### src/rtl/fetch_pkg.sv
// Shared types and constants for the dual-issue fetch stage.
package fetch_pkg;

    localparam int INSTR_BYTES = 4;
    localparam int FETCH_WIDTH = 2;

    typedef struct packed {
        logic [31:0] instr;
        logic [31:0] pc;
    } fetch_entry_t;

endpackage

### src/rtl/fetch_if.sv
// Instruction-memory, redirect and decode-side signals of the fetch stage.
interface fetch_if #(
    parameter int ADDR_WIDTH = 10
);

    logic [ADDR_WIDTH-1:0] imem_addr;
    logic [31:0]           imem_instr0;
    logic [31:0]           imem_instr1;
    logic                  redirect_valid;
    logic [31:0]           redirect_pc;
    logic                  out_valid0;
    logic                  out_valid1;
    logic [31:0]           out_instr0;
    logic [31:0]           out_instr1;
    logic [31:0]           out_pc0;
    logic [31:0]           out_pc1;
    logic [1:0]            deq_count;

    modport master (
        output imem_addr,
        input  imem_instr0,
        input  imem_instr1,
        input  redirect_valid,
        input  redirect_pc,
        output out_valid0,
        output out_valid1,
        output out_instr0,
        output out_instr1,
        output out_pc0,
        output out_pc1,
        input  deq_count
    );

    modport slave (
        input  imem_addr,
        output imem_instr0,
        output imem_instr1,
        output redirect_valid,
        output redirect_pc,
        input  out_valid0,
        input  out_valid1,
        input  out_instr0,
        input  out_instr1,
        input  out_pc0,
        input  out_pc1,
        output deq_count
    );

endinterface

### src/rtl/fetch_queue.sv
// Circular instruction queue accepting up to two entries and releasing up to two per cycle.
module fetch_queue
    import fetch_pkg::*;
#(
    parameter  int DEPTH = 4,
    localparam int PW    = $clog2(DEPTH),
    localparam int CW    = $clog2(DEPTH + 1)
) (
    input  logic          clk,
    input  logic          rst_n,
    input  logic          flush,
    input  logic [1:0]    push_count,
    input  fetch_entry_t  push_data0,
    input  fetch_entry_t  push_data1,
    input  logic [1:0]    pop_count,
    output fetch_entry_t  head_data0,
    output fetch_entry_t  head_data1,
    output logic [CW-1:0] count
);

    fetch_entry_t  mem [DEPTH];
    logic [PW-1:0] head;
    logic [PW-1:0] tail;

    // Storage needs no reset: validity is tracked entirely by count.
    always_ff @(posedge clk) begin
        if (push_count != 2'd0) begin
            mem[tail] <= push_data0;
        end
        if (push_count == 2'd2) begin
            mem[tail + PW'(1)] <= push_data1;
        end
    end

    always_ff @(posedge clk) begin
        if (!rst_n || flush) begin
            head  <= '0;
            tail  <= '0;
            count <= '0;
        end else begin
            head  <= head + PW'(pop_count);
            tail  <= tail + PW'(push_count);
            count <= count + CW'(push_count) - CW'(pop_count);
        end
    end

    assign head_data0 = mem[head];
    assign head_data1 = mem[head + PW'(1)];

endmodule

### src/rtl/fetch_unit.sv
// Dual-issue fetch stage: owns the PC, decides how many returned words to enqueue,
// and handles back-end redirects.
module fetch_unit
    import fetch_pkg::*;
#(
    parameter int          ADDR_WIDTH  = 10,
    parameter logic [31:0] RESET_PC    = 32'h0000_0000,
    parameter int          QUEUE_DEPTH = 4
) (
    input logic     clk,
    input logic     rst_n,
    fetch_if.master bus
);

    localparam int          CW        = $clog2(QUEUE_DEPTH + 1);
    localparam logic [31:0] STEP_ONE  = 32'(INSTR_BYTES);
    localparam logic [31:0] STEP_PAIR = 32'(FETCH_WIDTH * INSTR_BYTES);

    logic [31:0]   pc;
    logic [31:0]   pc_next;
    logic [31:0]   redirect_target;
    logic [CW-1:0] count;
    logic [CW-1:0] deq_req;
    logic [CW-1:0] deq_eff;
    logic [CW:0]   free;
    logic [1:0]    push_count;
    logic [1:0]    pop_count;
    logic          at_top;
    logic          flush;
    fetch_entry_t  push_data0;
    fetch_entry_t  push_data1;
    fetch_entry_t  head_data0;
    fetch_entry_t  head_data1;

    assign bus.imem_addr   = pc[ADDR_WIDTH+1:2];
    assign at_top          = &bus.imem_addr;
    assign redirect_target = bus.redirect_pc & ~32'h3;

    // Slots released by decode this cycle are reusable by this cycle's fetch.
    assign deq_req = CW'(bus.deq_count);
    assign deq_eff = (deq_req > count) ? count : deq_req;
    assign free    = (CW+1)'(QUEUE_DEPTH) - {1'b0, count} + {1'b0, deq_eff};

    assign push_data0 = '{instr: bus.imem_instr0, pc: pc};
    assign push_data1 = '{instr: bus.imem_instr1, pc: pc + STEP_ONE};

    // The top word is fetched alone so a pair never straddles the address wrap.
    always_comb begin
        flush      = bus.redirect_valid;
        push_count = 2'd0;
        pop_count  = deq_eff[1:0];
        pc_next    = pc;
        if (bus.redirect_valid) begin
            pop_count = 2'd0;
            pc_next   = redirect_target;
        end else if (at_top) begin
            if (free >= (CW+1)'(1)) begin
                push_count = 2'd1;
                pc_next    = pc + STEP_ONE;
            end
        end else if (free >= (CW+1)'(2)) begin
            push_count = 2'd2;
            pc_next    = pc + STEP_PAIR;
        end
    end

    always_ff @(posedge clk) begin
        if (!rst_n) begin
            pc <= RESET_PC;
        end else begin
            pc <= pc_next;
        end
    end

    fetch_queue #(
        .DEPTH (QUEUE_DEPTH)
    ) u_queue (
        .clk        (clk),
        .rst_n      (rst_n),
        .flush      (flush),
        .push_count (push_count),
        .push_data0 (push_data0),
        .push_data1 (push_data1),
        .pop_count  (pop_count),
        .head_data0 (head_data0),
        .head_data1 (head_data1),
        .count      (count)
    );

    assign bus.out_valid0 = (count >= CW'(1));
    assign bus.out_valid1 = (count >= CW'(2));
    assign bus.out_instr0 = head_data0.instr;
    assign bus.out_pc0    = head_data0.pc;
    assign bus.out_instr1 = head_data1.instr;
    assign bus.out_pc1    = head_data1.pc;

    // Decode must never consume more than is presented.
    deq_legal: assert property (@(posedge clk) disable iff (!rst_n)
        !bus.redirect_valid |-> ((deq_req <= count) && (bus.deq_count != 2'd3)));

endmodule
### src/flat_wrapper.sv
// flat-port wrapper written by rule: the top's interface ports become plain ports
module fetch_unit_flat import fetch_pkg::*;
#(
    parameter int          ADDR_WIDTH  = 10,
    parameter logic [31:0] RESET_PC    = 32'h0000_0000,
    parameter int          QUEUE_DEPTH = 4
)
  (clk, rst_n, bus_imem_addr, bus_imem_instr0, bus_imem_instr1, bus_redirect_valid, bus_redirect_pc, bus_out_valid0, bus_out_valid1, bus_out_instr0, bus_out_instr1, bus_out_pc0, bus_out_pc1, bus_deq_count);
  fetch_if #(.ADDR_WIDTH(ADDR_WIDTH)) bus_i ();
  input logic clk;
  input logic rst_n;
  output wire logic [$bits(bus_i.imem_addr)-1:0] bus_imem_addr;
  input wire logic [$bits(bus_i.imem_instr0)-1:0] bus_imem_instr0;
  input wire logic [$bits(bus_i.imem_instr1)-1:0] bus_imem_instr1;
  input wire logic [$bits(bus_i.redirect_valid)-1:0] bus_redirect_valid;
  input wire logic [$bits(bus_i.redirect_pc)-1:0] bus_redirect_pc;
  output wire logic [$bits(bus_i.out_valid0)-1:0] bus_out_valid0;
  output wire logic [$bits(bus_i.out_valid1)-1:0] bus_out_valid1;
  output wire logic [$bits(bus_i.out_instr0)-1:0] bus_out_instr0;
  output wire logic [$bits(bus_i.out_instr1)-1:0] bus_out_instr1;
  output wire logic [$bits(bus_i.out_pc0)-1:0] bus_out_pc0;
  output wire logic [$bits(bus_i.out_pc1)-1:0] bus_out_pc1;
  input wire logic [$bits(bus_i.deq_count)-1:0] bus_deq_count;
  assign bus_imem_addr = bus_i.imem_addr;
  assign bus_i.imem_instr0 = bus_imem_instr0;
  assign bus_i.imem_instr1 = bus_imem_instr1;
  assign bus_i.redirect_valid = bus_redirect_valid;
  assign bus_i.redirect_pc = bus_redirect_pc;
  assign bus_out_valid0 = bus_i.out_valid0;
  assign bus_out_valid1 = bus_i.out_valid1;
  assign bus_out_instr0 = bus_i.out_instr0;
  assign bus_out_instr1 = bus_i.out_instr1;
  assign bus_out_pc0 = bus_i.out_pc0;
  assign bus_out_pc1 = bus_i.out_pc1;
  assign bus_i.deq_count = bus_deq_count;
  fetch_unit #(.ADDR_WIDTH(ADDR_WIDTH), .RESET_PC(RESET_PC), .QUEUE_DEPTH(QUEUE_DEPTH)) u_core (.clk(clk), .rst_n(rst_n), .bus(bus_i));
endmodule
### config.mk
export PLATFORM = sky130hd
export DESIGN_NAME = fetch_unit_flat
export DESIGN_NICKNAME = d
export VERILOG_FILES = /design/src/rtl/fetch_pkg.sv /design/src/rtl/fetch_if.sv /design/src/rtl/fetch_queue.sv /design/src/rtl/fetch_unit.sv /design/src/flat_wrapper.sv
export SDC_FILE = /design/constraint.sdc
export NUM_CORES = 1
export LEC_CHECK = 0
export CELL_PAD_IN_SITES_DETAIL_PLACEMENT = 1
export CELL_PAD_IN_SITES_GLOBAL_PLACEMENT = 1
export CORE_UTILIZATION = 49
export DETAILED_ROUTE_END_ITERATION = 12
export PLACE_DENSITY = 0.95
export SLEW_MARGIN = 20
export SYNTH_ARGS = -nofsm -noshare
export SYNTH_HDL_FRONTEND = slang
export SYNTH_HIERARCHICAL = 1
export SYNTH_SLANG_ARGS = --single-unit
export TNS_END_PERCENT = 50
### constraint.sdc
create_clock -name clk -period 20.5 [get_ports clk]
set_input_delay 3.075 -clock clk [delete_from_list [all_inputs] [get_ports clk]]
set_output_delay 3.075 -clock clk [all_outputs]
set_load 0.02 [all_outputs]
# Word level (Yosys, flattened, before mapping)
# Memories as Yosys holds them, arrays and structs flattened. A register that Yosys moved wholly into a read port is not among the register bits.
# Index checks and enable logic that the tools add are counted.
# Widths: inputs -> output; s select.
# word_totals
register_bits,39
mem_bits_rw,256
word_cells,49
n_memories,1
# mem_list
memory,depth,width,rd,rd_ports_with_merged_regs,write_ports,line,rtl
u_core.u_queue.mem,4,64,2,1,2,fetch_queue.sv:21,fetch_entry_t mem [DEPTH];
# op_classes
n_addsub,10
magnitude_cmp,5
n_eq_ne,3
n_mux,15
n_bitwise,1
n_reduce_logical,9
# op_table
cell,n
$mux 32,4
$add 32x3->32 const B,1
$add 32x4->32 const B,1
$mux 2,5
$reduce_and 10->1,1
$mux 1,5
$add 2x1->2 const B,2
$add 2x2->2,2
$add 4x3->4,1
$ge 4x1->1 const B,1
$ge 4x2->1 const B,1
$reduce_and 2->1,2
$reduce_bool 2->1,2
$sub 3x3->4 const A,1
$add 3x2->3,1
$ge 3x1->1 const B,1
$ge 3x2->1 const B,1
$gt 2x3->1,1
$mux 3,1
$ne 3x3->1 const B,1
$reduce_bool 3->1,1
$sub 3x2->3,1
$eq 2x2->1 const B,1
$ne 2x2->1 const B,1
4 further kinds,4

# Longest topological paths before layout
# Gate-level depths: netlist (run 1).
# depth
word_depth,10
depth_mapped,21

# Hierarchy
# The synthesis (run 1) kept the hierarchy.
# modules_own_cells
module,n_inst,cells_each,area_each_um2,seq_area_each_um2
fetch_queue,1,736,14825.5,7827.5
fetch_unit,1,356,2698.8,600.6

# Least setup slack after synthesis (run 1)
# No wires, ideal clock.
# synth_timing
path_type,input -> register
from,in bus_deq_count[1]
to,"mem u_core/u_queue/mem[0][0] in the netlist's numbering, enable pin"
setup_ns,0.574
t_arrival_ns,10.322
t_required_ns,19.926
slack_ns,9.604
stages,13
path_cell_list,ha_1 nor2b_1 o21ai_0 o21ai_0 ha_1 ha_1 inv_1 fa_1 xor2_1 and3b_1 nor3_1 o21bai_1 o21ai_0
# synth_rtl
element,line,rtl
start: declaration,flat_wrapper.sv:23,input wire logic [$bits(bus_i.deq_count)-1:0] bus_deq_count;
end: declaration,fetch_queue.sv:21,

==> results of run 1 <==
[synthesized netlist by cell type, types with 4 or more instances]
cell type / count
nor2_1: 28
a31oi_1: 4
a21oi_1: 26
nand4_1: 11
xnor2_1: 24
mux2_2: 148
nand2b_1: 6
mux4_2: 128
o21ai_0: 25
and3_1: 4
edfxtp_1: 256
buf_12: 5
buf_2: 23
mux2_4: 109
buf_4: 20
dfxtp_1: 37
buf_6: 13
clkbuf_1: 15
nor3_2: 4
and2_1: 9
nand3_1: 20
nor3_1: 16
buf_8: 7
nand2_1: 28
o211a_1: 9
ha_1: 11
nor4_1: 5
inv_1: 13
xor2_1: 24
buf_1: 9
[where the power goes]
group	total (mW)	internal [mW]	switching (mW)
clock network	0.583	0.348	0.235
registers	1.01	0.894	0.120
logic	1.24	0.600	0.644
[final timing paths]
path	to	slack, ps	depth (start not counted)
min	u_core/pc[29]$_SDFFE_PN0P_	650	2
max reg2reg	u_core/u_queue/mem[2][51]$_DFFE_PP_	14390	15
max	u_core/u_queue/mem[2][51]$_DFFE_PP_	11890	15
min reg2reg	u_core/pc[29]$_SDFFE_PN0P_	650	2
[layer usage]
metal,vias up,share of wire
li1,4777,-
met1,5734,0.38
met2,482,0.53
met3,96,0.057
met4,0,0.030
met5,-,0
[final cells by class]
| type | count | area, µm² | area share |
|---|---|---|---|
| Clock buffer | 50 | 1030 | 0.0490 |
| Clock inverter | 8 | 37.5 | 0.00178 |
| Inverter | 13 | 48.8 | 0.00231 |
| Multi-Input combinational cell | 709 | 8450 | 0.400 |
| Sequential cell | 293 | 8440 | 0.400 |
| Tap cell | 455 | 569 | 0.0270 |
| Timing Repair Buffer | 254 | 2540 | 0.120 |
[flip-flops by register name, indices dropped and copies added, names as in the netlist]
name                  flops
u_core/pc                30
u_core/u_queue/count      3
u_core/u_queue/head       2
u_core/u_queue/mem      256
u_core/u_queue/tail       2
[metrics by stage]
stage / worst slack, ps / instances / utilization
2_1_floorplan: 9600 / 1107 / -
3_3_place_gp: 11660 / 1722 / 0.573
3_5_place_dp: 11390 / 1722 / 0.573
4_1_cts: 11890 / 1780 / 0.604
5_1_grt: 11620 / 1782 / 0.605
6_report: 11890 / 1782 / 0.605
[cell families after synthesis]
logic type,count (synthesis),share of synthesized area
fa+ha+maj,14,0.0113
simple gates,158,0.0522
mux,387,0.354
other cells,1,0.000214
flops,293,0.481
buf+inv,105,0.0431
xor+xnor,51,0.0279
compound gates,83,0.0302
[worst max-delay path: cells and delay by family]
family,cells,cell delay (ps)
AOI/OAI and AO/OA,2,720
adders and majority gates,4,1140
buffers and inverters,4,1360
muxes,1,370
and+or+nand+nor,4,2020
==> metrics.csv, run 1 <==
metric,value,unit
clock_sinks,293,
layout_common_cells,"edfxtp_1, clkdlybuf4s50_1, mux2_2, mux4_2, mux2_4",
period_minus_slack,8610,ps
drt-total-wl,49.6,mm
wl_per_cell,27.8,µm
fin_tns_setup,0,ps
min_path_type,reg -> reg,
crit_top_cell,ha_1,
grt_use_total,0.271,
path_max_fanout,56,
fillers,3195,
area_growth,20.5,%
viasPerCell,6.22,
total_power,2.84,mW
cp_slowest_cell,and4bb_4,
yosysUniqueCellTypes,69,
synthArstFlopShare,0,
cts_buffers,34,
grt_overflow,0,
slew_headroom,0.267,
dp_hpwl,32.2,mm
slowest_delay,830,ps
grt_pass1_vias,12068,
fmax,0.116,GHz
start_util,0.502,
r2r_start,u_core/u_queue/count[1]$_SDFF_PP0_,
synthTopCellsByArea,"edfxtp_1, mux4_2, mux2_2",
place_area,0.0200,mm²
crit_type,in -> reg,
power_leakage,7.20,nW
cts_tree,done,
hold_buffers,0,
clk_latency,520,ps
grt_max_degree,79,
grt.met3_usage,0.0376,
first_pass_iters,5,
diodes,0,
layout_commonest_cell,edfxtp_1,
synth_top_area_frac,0.439,
cp_data_required_time,20630,ps
vias,11089,
busiest_layer,met2,
peakVddDrop,104,µV
grt_pass1_wl,74.3,mm
io_buffers,238,
yosysWarningCount,6,
place.gp.congestion,0.854,
ys_ff_latch,293,
synth.avg_cell_area,16.0,µm²
met1_usage,0.328,
detail_route.iter0.violations,924,
syn_inst,1092,
fin_crit_sh,0.420,
die_w,191,µm
crit_chain,clkdlybuf4s50_1 -> ha_1 -> nor2b_1 -> o21ai_0 -> mux2i_1 -> ha_1 -> inv_1 -> ha_1 -> inv_1 -> fa_1 -> and3b_1 -> nor3_1 -> and4bb_4 -> o21bai_4 -> buf_4,
design_area,0.0211,mm²
setup_violations,0,
dieHeight,191,µm
cp-end-kind,flop,
crit_path_start_kind,input port,
worstHoldStart,u_core/pc[29]$_SDFFE_PN0P_,
rows,68,
cts_resized,0,
cts_setup_buffers,0,
antenna_found_initial,0,
drc,0,
grtUsageMet2,0.491,
power_density,135,mW/mm²
ios,241,
ctsHtreeMaxLevel,2,
core,0.0349,mm²
cts-root-buf,clkbuf_16,
finClkSkew,12.8,ps
status,completed,
netlist_area,0.0175,mm²
hold_violations,0,
worstPathArrival,8740,ps
ys.flop_type,edfxtp_1,
nets,1420,
clockBufferDepth,3,
ant_nets,0,
cap_violations,0,
slew_viol_final,0,
synth_edf_count,256,
layout-drive-gt1-share,0.357,
cp-startpoint,bus_deq_count[1],
clkTransAtPathRegs,60,ps
yosysSeqAreaShare,0.481,
die-area,0.0365,mm²
holdWs,651,ps
synth_top_cell_by_area,edfxtp_1,
worstMarginPinSlew,1100,ps
rsz0062_at_grt,false,
No activity file was read; power rests on OpenSTA's default activity.
==> run 2: changes to the inputs <==
--- a/config.mk
+++ b/config.mk
@@ -7,9 +7,9 @@
 export LEC_CHECK = 0
 export CELL_PAD_IN_SITES_DETAIL_PLACEMENT = 1
 export CELL_PAD_IN_SITES_GLOBAL_PLACEMENT = 1
-export CORE_UTILIZATION = 49
+export CORE_UTILIZATION = 43
 export DETAILED_ROUTE_END_ITERATION = 12
-export PLACE_DENSITY = 0.95
+export PLACE_DENSITY = 0.9
 export SLEW_MARGIN = 20
 export SYNTH_ARGS = -nofsm -noshare
 export SYNTH_HDL_FRONTEND = slang
==> constraint.sdc (replaced) <==
create_clock -name clk -period 7.9 [get_ports clk]
set_input_delay 1.185 -clock clk [delete_from_list [all_inputs] [get_ports clk]]
set_output_delay 1.185 -clock clk [all_outputs]
set_load 0.02 [all_outputs]
==> run 2 against run 1 <==
  * Worst setup slack lost 9800 ps
  * Die area grew 14%
  * Register-to-register slack lost 12000 ps
  * Clock power grew to 2.7 times the previous value
==> metrics.csv, run 2 (synthesis gave the netlist of run 1 again) <==
metric,value,unit,change
status,completed,,unchanged
clk_latency,510,ps,was 520 ps
rsz0062_at_grt,false,,unchanged
r2r_end,u_core/u_queue/mem[3][41]$_DFFE_PP_,,was u_core/u_queue/mem[2][51]$_DFFE_PP_
hold_violations,0,,unchanged
cts-root-buf,clkbuf_16,,unchanged
hold_depth,2,,unchanged
multi_input_area,0.00845,mm²,unchanged
grt_overflow,0,,unchanged
worstMarginPinSlew,1060,ps,was 1100 ps
worstPathArrival,6090,ps,was 8740 ps
grt_use_total,0.237,,was 0.271
die_w,204,µm,was 191 µm
vias,11106,,"was 11,089"
path_max_fanout,27,,was 56
largest_register_ffs,256,,unchanged
critPathTopFamily,simple AND/OR/NAND/NOR gates,,unchanged
crit_chain,clkdlybuf4s50_1 -> ha_1 -> nor2b_1 -> o21ai_0 -> o21ai_0 -> ha_1 -> ha_1 -> inv_1 -> fa_1 -> xor2_1 -> and3b_1 -> a21oi_1 -> and2_1 -> and4bb_4 -> buf_4 -> mux2_4,,was clkdlybuf4s50_1 -> ha_1 -> nor2b_1 -> o21ai_0 -> mux2i_1 -> ha_1 -> inv_1 -> ha_1 -> inv_1 -> fa_1 -> and3b_1 -> nor3_1 -> and4bb_4 -> o21bai_4 -> buf_4
clock_sinks,293,,unchanged
rows,73,,was 68
grt_pass1_vias,11987,,"was 12,068"
ctsHtreeMaxLevel,2,,unchanged
design_area,0.0213,mm²,was 0.0211 mm²
crit_type,in -> reg,,unchanged
drt-total-wl,49.9,mm,was 49.6 mm
r2r_cells,16,,was 15
grt_max_degree,88,,was 79
cp-end-kind,flop,,unchanged
viasPerCell,5.98,,was 6.22
nets,1425,,"was 1,420"
power_density,350,mW/mm²,was 135 mW/mm²
slew_viol_final,0,,unchanged
area_growth,21.7,%,was 20.5%
detail_route.iter0.violations,798,,was 924
fmax,0.172,GHz,
period_minus_slack,5820,ps,
power_leakage,7.24,nW,was 7.20 nW
hold_end,u_core/pc[29]$_SDFFE_PN0P_,,unchanged
fin_tns_setup,0,ps,unchanged
min_path_type,reg -> reg,,unchanged
drc,0,,unchanged
reg2reg_setup_slack,2710,ps,"was 14,390 ps"
place_area,0.0202,mm²,was 0.0200 mm²
layout-drive-gt1-share,0.360,,was 0.357
setup_violations,0,,unchanged
start_util,0.438,,was 0.502
reg.largest.list,"u_core/u_queue/mem x256, u_core/pc x30, u_core/u_queue/count x3",,unchanged
peakVddDrop,215,µV,was 104 µV
layout_commonest_cell,edfxtp_1,,unchanged
die-area,0.0416,mm²,was 0.0365 mm²
diodes,0,,unchanged
layout_common_cells,"edfxtp_1, clkdlybuf4s50_1, mux2_2, mux4_2, mux2_4",,unchanged
first_pass_iters,6,,was 5
io_buffers,238,,unchanged
r2r_start,u_core/u_queue/count[1]$_SDFF_PP0_,,unchanged
slew_headroom,0.288,,was 0.267
wl_per_cell,26.9,µm,was 27.8 µm
cp_data_required_time,8160,ps,"was 20,630 ps"
cts_resized,0,,unchanged
fillers,3820,,"was 3,195"
worstHoldStart,u_core/pc[29]$_SDFFE_PN0P_,,unchanged
grt_pass1_wl,74.4,mm,was 74.3 mm
fin_crit_sh,0.737,,
dp_hpwl,32.2,mm,about the same
largest_register,u_core/u_queue/mem,,unchanged
ios,241,,unchanged
timing.critical_path.buf_inv,3,,was 4
antenna_found_initial,0,,unchanged
finClkSkew,15.9,ps,was 12.8 ps
cts_buffers,34,,unchanged
dieHeight,204,µm,was 191 µm
seq_area,0.00844,mm²,unchanged
clockBufferDepth,3,,unchanged
crit_top_cell,ha_1,,unchanged
ant_nets,0,,unchanged
cap_violations,0,,unchanged
crit_path_start_kind,input port,,unchanged
cts_tree,done,,unchanged
cts_setup_buffers,0,,unchanged
cp_slowest_cell,and4bb_4,,unchanged
clkTransAtPathRegs,60,ps,about the same
hold_buffers,0,,unchanged
core,0.0400,mm²,was 0.0349 mm²
slowest_delay,930,ps,was 830 ps
place.gp.congestion,0.833,,was 0.854
[run 2: cell type report]
type	count	share of cell area
clock buffer	44	0.0436
clock inverter	14	0.00710
inverter	13	0.00229
multi-input combinational	709	0.396
sequential	293	0.396
tap	525	0.0308
timing repair buffer	259	0.125
[run 2: tightest hold or removal path: stages, from the launching register on]
cell and delay (ps):
dfxtp_1 410, nand2_1 100, a31oi_1 70
[run 2: per-layer routing]
metal	up-vias	routed length [µm]	track usage
met5	-	0	0
met4	0	1240	0.0747
met3	73	2810	0.0328
met2	426	25600	0.412
met1	5823	20300	0.307
li1	4784	-	-
[run 2: how the worst max path moves through the flow]
| stage | startpoint | endpoint | slack (ps) | depth (start not counted) |
|---|---|---|---|---|
| 2_1_floorplan | bus_deq_count[1] | u_core/u_queue/mem[2][0]$_DFFE_PP_ | 480 | 13 |
| 3_3_place_gp | bus_deq_count[1] | u_core/u_queue/mem[0][63]$_DFFE_PP_ | 1680 | 16 |
| 3_5_place_dp | bus_deq_count[1] | u_core/u_queue/mem[0][47]$_DFFE_PP_ | 1500 | 16 |
| 4_1_cts | bus_deq_count[1] | u_core/u_queue/mem[0][51]$_DFFE_PP_ | 2050 | 16 |
| 5_1_grt | bus_deq_count[1] | u_core/u_queue/mem[3][22]$_DFFE_PP_ | 1800 | 16 |
| 6_report | bus_deq_count[1] | u_core/u_queue/mem[3][41]$_DFFE_PP_ | 2080 | 16 |
[run 2: power breakdown]
part           internal [mW]  total (mW)  switching, mW
logic                   1.61        3.30           1.68
registers               2.31        2.62          0.311
clock network          0.928        1.55          0.624
total                   4.85        7.47           2.62
[run 2: stage by stage]
| step | setup WS [ps] | util | power (mW) | hold slack (ps) | std cells |
|---|---|---|---|---|---|
| global placement | 1680 | 0.505 | 5.79 | 588 | 1798 |
| finish | 2080 | 0.533 | 7.47 | 640 | 1857 |
| floorplan | 480 | - | 4.57 | 525 | 1107 |
| CTS | 2050 | 0.532 | 7.53 | 647 | 1856 |
| detailed placement | 1500 | 0.505 | 5.94 | 619 | 1798 |
| global route | 1800 | 0.533 | 7.74 | 663 | 1857 |
==> run 3: changes to the inputs <==
--- a/config.mk
+++ b/config.mk
@@ -7,9 +7,9 @@
 export LEC_CHECK = 0
 export CELL_PAD_IN_SITES_DETAIL_PLACEMENT = 1
 export CELL_PAD_IN_SITES_GLOBAL_PLACEMENT = 1
-export CORE_UTILIZATION = 43
+export CORE_UTILIZATION = 47
 export DETAILED_ROUTE_END_ITERATION = 12
-export PLACE_DENSITY = 0.9
+export PLACE_DENSITY = 0.93
 export SLEW_MARGIN = 20
 export SYNTH_ARGS = -nofsm -noshare
 export SYNTH_HDL_FRONTEND = slang
==> constraint.sdc (replaced) <==
create_clock -name clk -period 5.7 [get_ports clk]
set_input_delay 0.855 -clock clk [delete_from_list [all_inputs] [get_ports clk]]
set_output_delay 0.855 -clock clk [all_outputs]
set_load 0.02 [all_outputs]
==> run 3 against run 2 <==
  * Non-clock buffer count up 10
  * Worst hold slack worse by 9.5 ps
  * Clock power up 45%
  * Design area up 0.79%
  * Sequential power up 39%
  * Total power up 40%
  * Die area down 8.4%
  * Utilization up 5.4 points
  * Register-to-register slack worse by 1900 ps
  * Critical path type unchanged
  * Critical endpoint is now u_core/u_queue/count[2]$_SDFF_PP0_
  * Largest power group unchanged
==> metrics.csv, run 3 (synthesis gave the netlist of run 1 again) <==
metric,value,unit,change
peakVddDrop,356,µV,was 215 µV
slew_headroom,0.343,,was 0.288
nets,1437,,"was 1,425"
layoutNonFillerInstCount,1814,,"was 1,857"
ant_nets,0,,unchanged
largest_register_ffs,256,,unchanged
area_growth,22.7,%,was 21.7%
min_path_type,reg -> reg,,unchanged
slew_viol_final,0,,unchanged
crit_path_start_kind,input port,,unchanged
clockBufferDepth,3,,unchanged
grt_use_total,0.258,,was 0.237
power_density,485,mW/mm²,was 350 mW/mm²
layout-drive-gt1-share,0.363,,was 0.360
reg.largest.list,"u_core/u_queue/mem x256, u_core/pc x30, u_core/u_queue/count x3",,unchanged
die-area,0.0381,mm²,was 0.0416 mm²
crit_type,in -> reg,,unchanged
die_w,195,µm,was 204 µm
ctsHtreeMaxLevel,2,,unchanged
io_buffers,238,,unchanged
cap_violations,0,,unchanged
worstMarginPinSlew,982,ps,was 1060 ps
hold_buffers,0,,unchanged
drc,0,,unchanged
cts-root-buf,clkbuf_16,,unchanged
grt_max_degree,69,,was 88
dp_hpwl,32.6,mm,was 32.2 mm
clkTransAtPathRegs,60,ps,about the same
cts_setup_buffers,0,,unchanged
worstPathArrival,5540,ps,was 6090 ps
cts_tree,done,,unchanged
rsz0062_at_grt,false,,unchanged
drt-total-wl,48.8,mm,was 49.9 mm
fin_crit_sh,0.901,,
cp_data_required_time,6100,ps,was 8160 ps
fillers,3341,,"was 3,820"
cts_resized,0,,unchanged
rows,70,,was 73
status,completed,,unchanged
dieHeight,195,µm,was 204 µm
fin_util,0.587,,was 0.533
antenna_found_initial,0,,unchanged
vias,11184,,"was 11,106"
dp_cells,1752,,"was 1,798"
ios,241,,unchanged
grt_pass1_wl,74.6,mm,was 74.4 mm
setup_violations,0,,unchanged
layout_common_cells,"edfxtp_1, clkdlybuf4s50_1, mux2_2, mux4_2, mux2_4",,unchanged
place_area,0.0204,mm²,was 0.0202 mm²
start_util,0.479,,was 0.438
place.gp.congestion,0.878,,was 0.833
path_max_fanout,8,,was 27
period_minus_slack,5140,ps,
fin_tns_setup,0,ps,unchanged
cp-end-kind,flop,,unchanged
fmax,0.195,GHz,
viasPerCell,6.17,,was 5.98
largest_register,u_core/u_queue/mem,,unchanged
diodes,0,,unchanged
clk_latency,520,ps,was 510 ps
hold_violations,0,,unchanged
cts_buffers,36,,was 34
first_pass_iters,5,,was 6
clock_sinks,293,,unchanged
design_area,0.0215,mm²,was 0.0213 mm²
wl_per_cell,26.9,µm,about the same
total_power,10.4,mW,was 7.47 mW
core,0.0366,mm²,was 0.0400 mm²
grt_overflow,0,,unchanged
power_leakage,7.36,nW,was 7.24 nW
layout_commonest_cell,edfxtp_1,,unchanged
detail_route.iter0.violations,921,,was 798
finClkSkew,10.6,ps,was 15.9 ps
grt_pass1_vias,12334,,"was 11,987"
run 3: cell type report:
class / count / area, µm² / share of cell area
sequential: 293 / 8440 / 0.392
clock buffer: 43 / 948 / 0.0441
tap: 468 / 586 / 0.0272
clock inverter: 19 / 191 / 0.00891
multi-input combinational: 709 / 8450 / 0.393
timing repair buffer: 269 / 2840 / 0.132
inverter: 13 / 48.8 / 0.00227
run 3: through the flow:
stage | setup WS [ps] | hold WS (ps)
floorplan | -93.9 | 525
global placement | 249 | 594
detailed placement | 11.1 | 624
CTS | 561 | 636
global route | 287 | 680
finish | 563 | 630
run 3: power breakdown:
part           total (mW)  switching, mW  internal (mW)
Combinational        4.55           2.30           2.24
Clock                2.24          0.877           1.36
Sequential           3.64          0.439           3.20
run 3: critical path, cell delays in order:
cell	delay, ps
clkdlybuf4s50_1	430
ha_1	330
nor2b_1	140
o21ai_0	320
o21ai_0	180
ha_1	310
ha_1	140
inv_1	40
fa_1	370
xor2_1	160
and3b_1	240
a21oi_1	240
and2_1	380
inv_1	90
ha_1	290
inv_1	40
ha_1	200
fa_1	370
xor3_1	380
nor2_1	40
run 3: worst paths after layout:
check,start,end,slack (ps),depth (start not counted)
setup / recovery,bus_deq_count[1],u_core/u_queue/count[2]$_SDFF_PP0_,560,20
hold / removal,u_core/pc[29]$_SDFFE_PN0P_,u_core/pc[29]$_SDFFE_PN0P_,630,2
setup reg to reg,u_core/u_queue/count[1]$_SDFF_PP0_,u_core/u_queue/count[2]$_SDFF_PP0_,840,20
hold reg to reg,u_core/pc[29]$_SDFFE_PN0P_,u_core/pc[29]$_SDFFE_PN0P_,630,2
run 3: layer usage:
layer  routed length [µm]  vias to the layer above  track usage
li1                     -                     4820            -
met1                18900                     5766        0.314
met2                24800                      484        0.450
met3                 3150                      114       0.0442
met4                 1940                        0        0.113
met5                    0                        -            0
==> edit, RTL diff (settings of run 3) <==
`ADDR_WIDTH` is set to 10 in 3 places; all go to 8.
--- a/src/rtl/fetch_if.sv
+++ b/src/rtl/fetch_if.sv
@@ -2,3 +2,3 @@
 interface fetch_if #(
-    parameter int ADDR_WIDTH = 10
+    parameter int ADDR_WIDTH = 8
 );
--- a/src/rtl/fetch_unit.sv
+++ b/src/rtl/fetch_unit.sv
@@ -5,3 +5,3 @@
 #(
-    parameter int          ADDR_WIDTH  = 10,
+    parameter int          ADDR_WIDTH  = 8,
     parameter logic [31:0] RESET_PC    = 32'h0000_0000,
--- a/src/flat_wrapper.sv
+++ b/src/flat_wrapper.sv
@@ -3,3 +3,3 @@
 #(
-    parameter int          ADDR_WIDTH  = 10,
+    parameter int          ADDR_WIDTH  = 8,
     parameter logic [31:0] RESET_PC    = 32'h0000_0000,
Ports: changed (resized bus_imem_addr); port bits go from 241 to 239. No check against the original RTL was run, so the function may have changed too.
==> edit against run 3 <==
  * Count of clock-buffer cells in the layout increased by 4
  * Routed wire length is 9.5% higher
  * Critical path depth shrank 3
  * Synthesized cell count up 5.4%
  * Area after synthesis is 1.8% higher
  * Setup slack got worse by 60 ps
  * Via count up 7.2%
  * Non-clock buffer count shrank 5
  * Sequential cell count stayed put
  * Power is 1.7% higher
  * Sequential share of layout area is 0.36 points lower
  * Design area up 0.93%
  * Largest power group unchanged
==> edit: results (changes against run 3) <==
[drt]
routed-wl-met3_um = 3790  ; was 3150 µm
met2_length_um = 27500  ; was 24800 µm
routed_wl_um = 53400  ; was 48800 µm
drt-vias-per-instance = 6.32  ; was 6.17
wl_met1_um = 20500  ; was 18900 µm
drt-wirelength-per-cell_um = 28.2  ; was 26.9 µm
drt_iter0_markers = 1054  ; was 921

[status]
status = finished, final reports clean  ; unchanged

[min_path]
min_to = u_core/pc[31]  ; was u_core/pc[29]
min_from = u_core/pc[31]  ; was u_core/pc[29]

[yosys]
synth_xor_area_share_pct = 2.20  ; was 2.79%
synth_cell_types = 77  ; was 69
synth-adder-area-share_pct = 1.11  ; was 1.13%
syn_area_per_cell_um2 = 15.5  ; was 16.0 µm²
synth_compound_area_share_pct = 4.36  ; was 3.02%
synth.mux.area_fraction_pct = 34.7  ; was 35.4%
seq_area_frac_synth_pct = 47.3  ; was 48.1%
synth.area.top_cells = edfxtp_1, mux4_2, mux2_2  ; unchanged
synth_common_cells = edfxtp_1, mux2_2, mux4_2  ; unchanged

[timing]
layout_setup_ws_ps = 502  ; was 563 ps
hold_slack_ps = 607  ; was 630 ps
fin_worst_skew_ps = 12.5  ; was 10.6 ps
slew-limit-headroom_pct = 28.2  ; was 34.3%

[layout]
nNetsFinal = 1483  ; was 1437
nClkBuffers = 47  ; was 43
buffer_area_share_pct = 12.7  ; was 13.2%
multi_input_area_um2 = 8720  ; was 8450 µm²
nFillCells = 3433  ; was 3341
sh_seq_area_pct = 38.9  ; was 39.2%
clk_share_pct = 5.02  ; was 5.30%
drive_above_1_share_pct = 34.9  ; was 36.3%
multi_input_cells = 757  ; was 709

[placement]
dpl_cell_area_um2 = 20600  ; was 20400 µm²
gp_congestion = 0.897  ; was 0.878
pre_cts_slack_ps = 11.5  ; was 11.1 ps
dp.final_hpwl_um = 35300  ; was 32600 µm
dpl.cell_count = 1835  ; was 1752

[global_route]
grt_usage_pct = 27.6  ; was 25.8%
grt_pass1_vias = 12800  ; was 12300
met1_usage_pct = 34.5  ; was 31.4%
grt_use_met2_pct = 48.8  ; was 45.0%
grt_first_pass_wirelength_um = 80600  ; was 74600 µm

[worst_setup_path]
crit_end = u_core/u_queue/mem[2][4]  ; was u_core/u_queue/count[2]
worstRegToRegCells = 17  ; was 20
path_max_fanout = 64  ; was 8
r2r_slack_ps = 790  ; was 840 ps
critPathSlowestCell = fa_1  ; was clkdlybuf4s50_1

[cts]
cts_buffers = 34  ; was 36

[pwr]
ir_worst_vdd_v = 0.000328  ; was 0.000356 V

[die]
tap_cells = 504  ; was 468

-- edit: changes by cell type after synthesis, sizes merged, moves of 4 or more --
cell	run 3	this run
inv	13	18
nor4	7	12
nor3	20	15
o211a	9	1
xor2	24	15
o41ai	0	4
nor2	29	33
o211ai	1	6
nand2	29	39
o31ai	2	6
clkbuf	15	19
a211oi	3	7
or4	1	6
-- edit: logic make-up (layout without fill, tap and decap cells) --
group,count (synthesis),after routing
compound gates,116,116
buf+inv,116,343
other cells,1,16
flops,293,293
fa+ha+maj,14,14
xor+xnor,40,40
simple gates,185,185
mux,386,386
-- edit: power by group through the flow --
stage | clock network, mW | registers [mW] | logic (mW)
6_report | 2.18 | 3.71 | 4.72
5_1_grt | 2.28 | 3.77 | 4.92
4_1_cts | 2.21 | 3.71 | 4.72
3_5_place_dp | 0 | 3.73 | 4.69
3_3_place_gp | 0 | 3.62 | 4.54
2_1_floorplan | 0 | 3.48 | 2.93
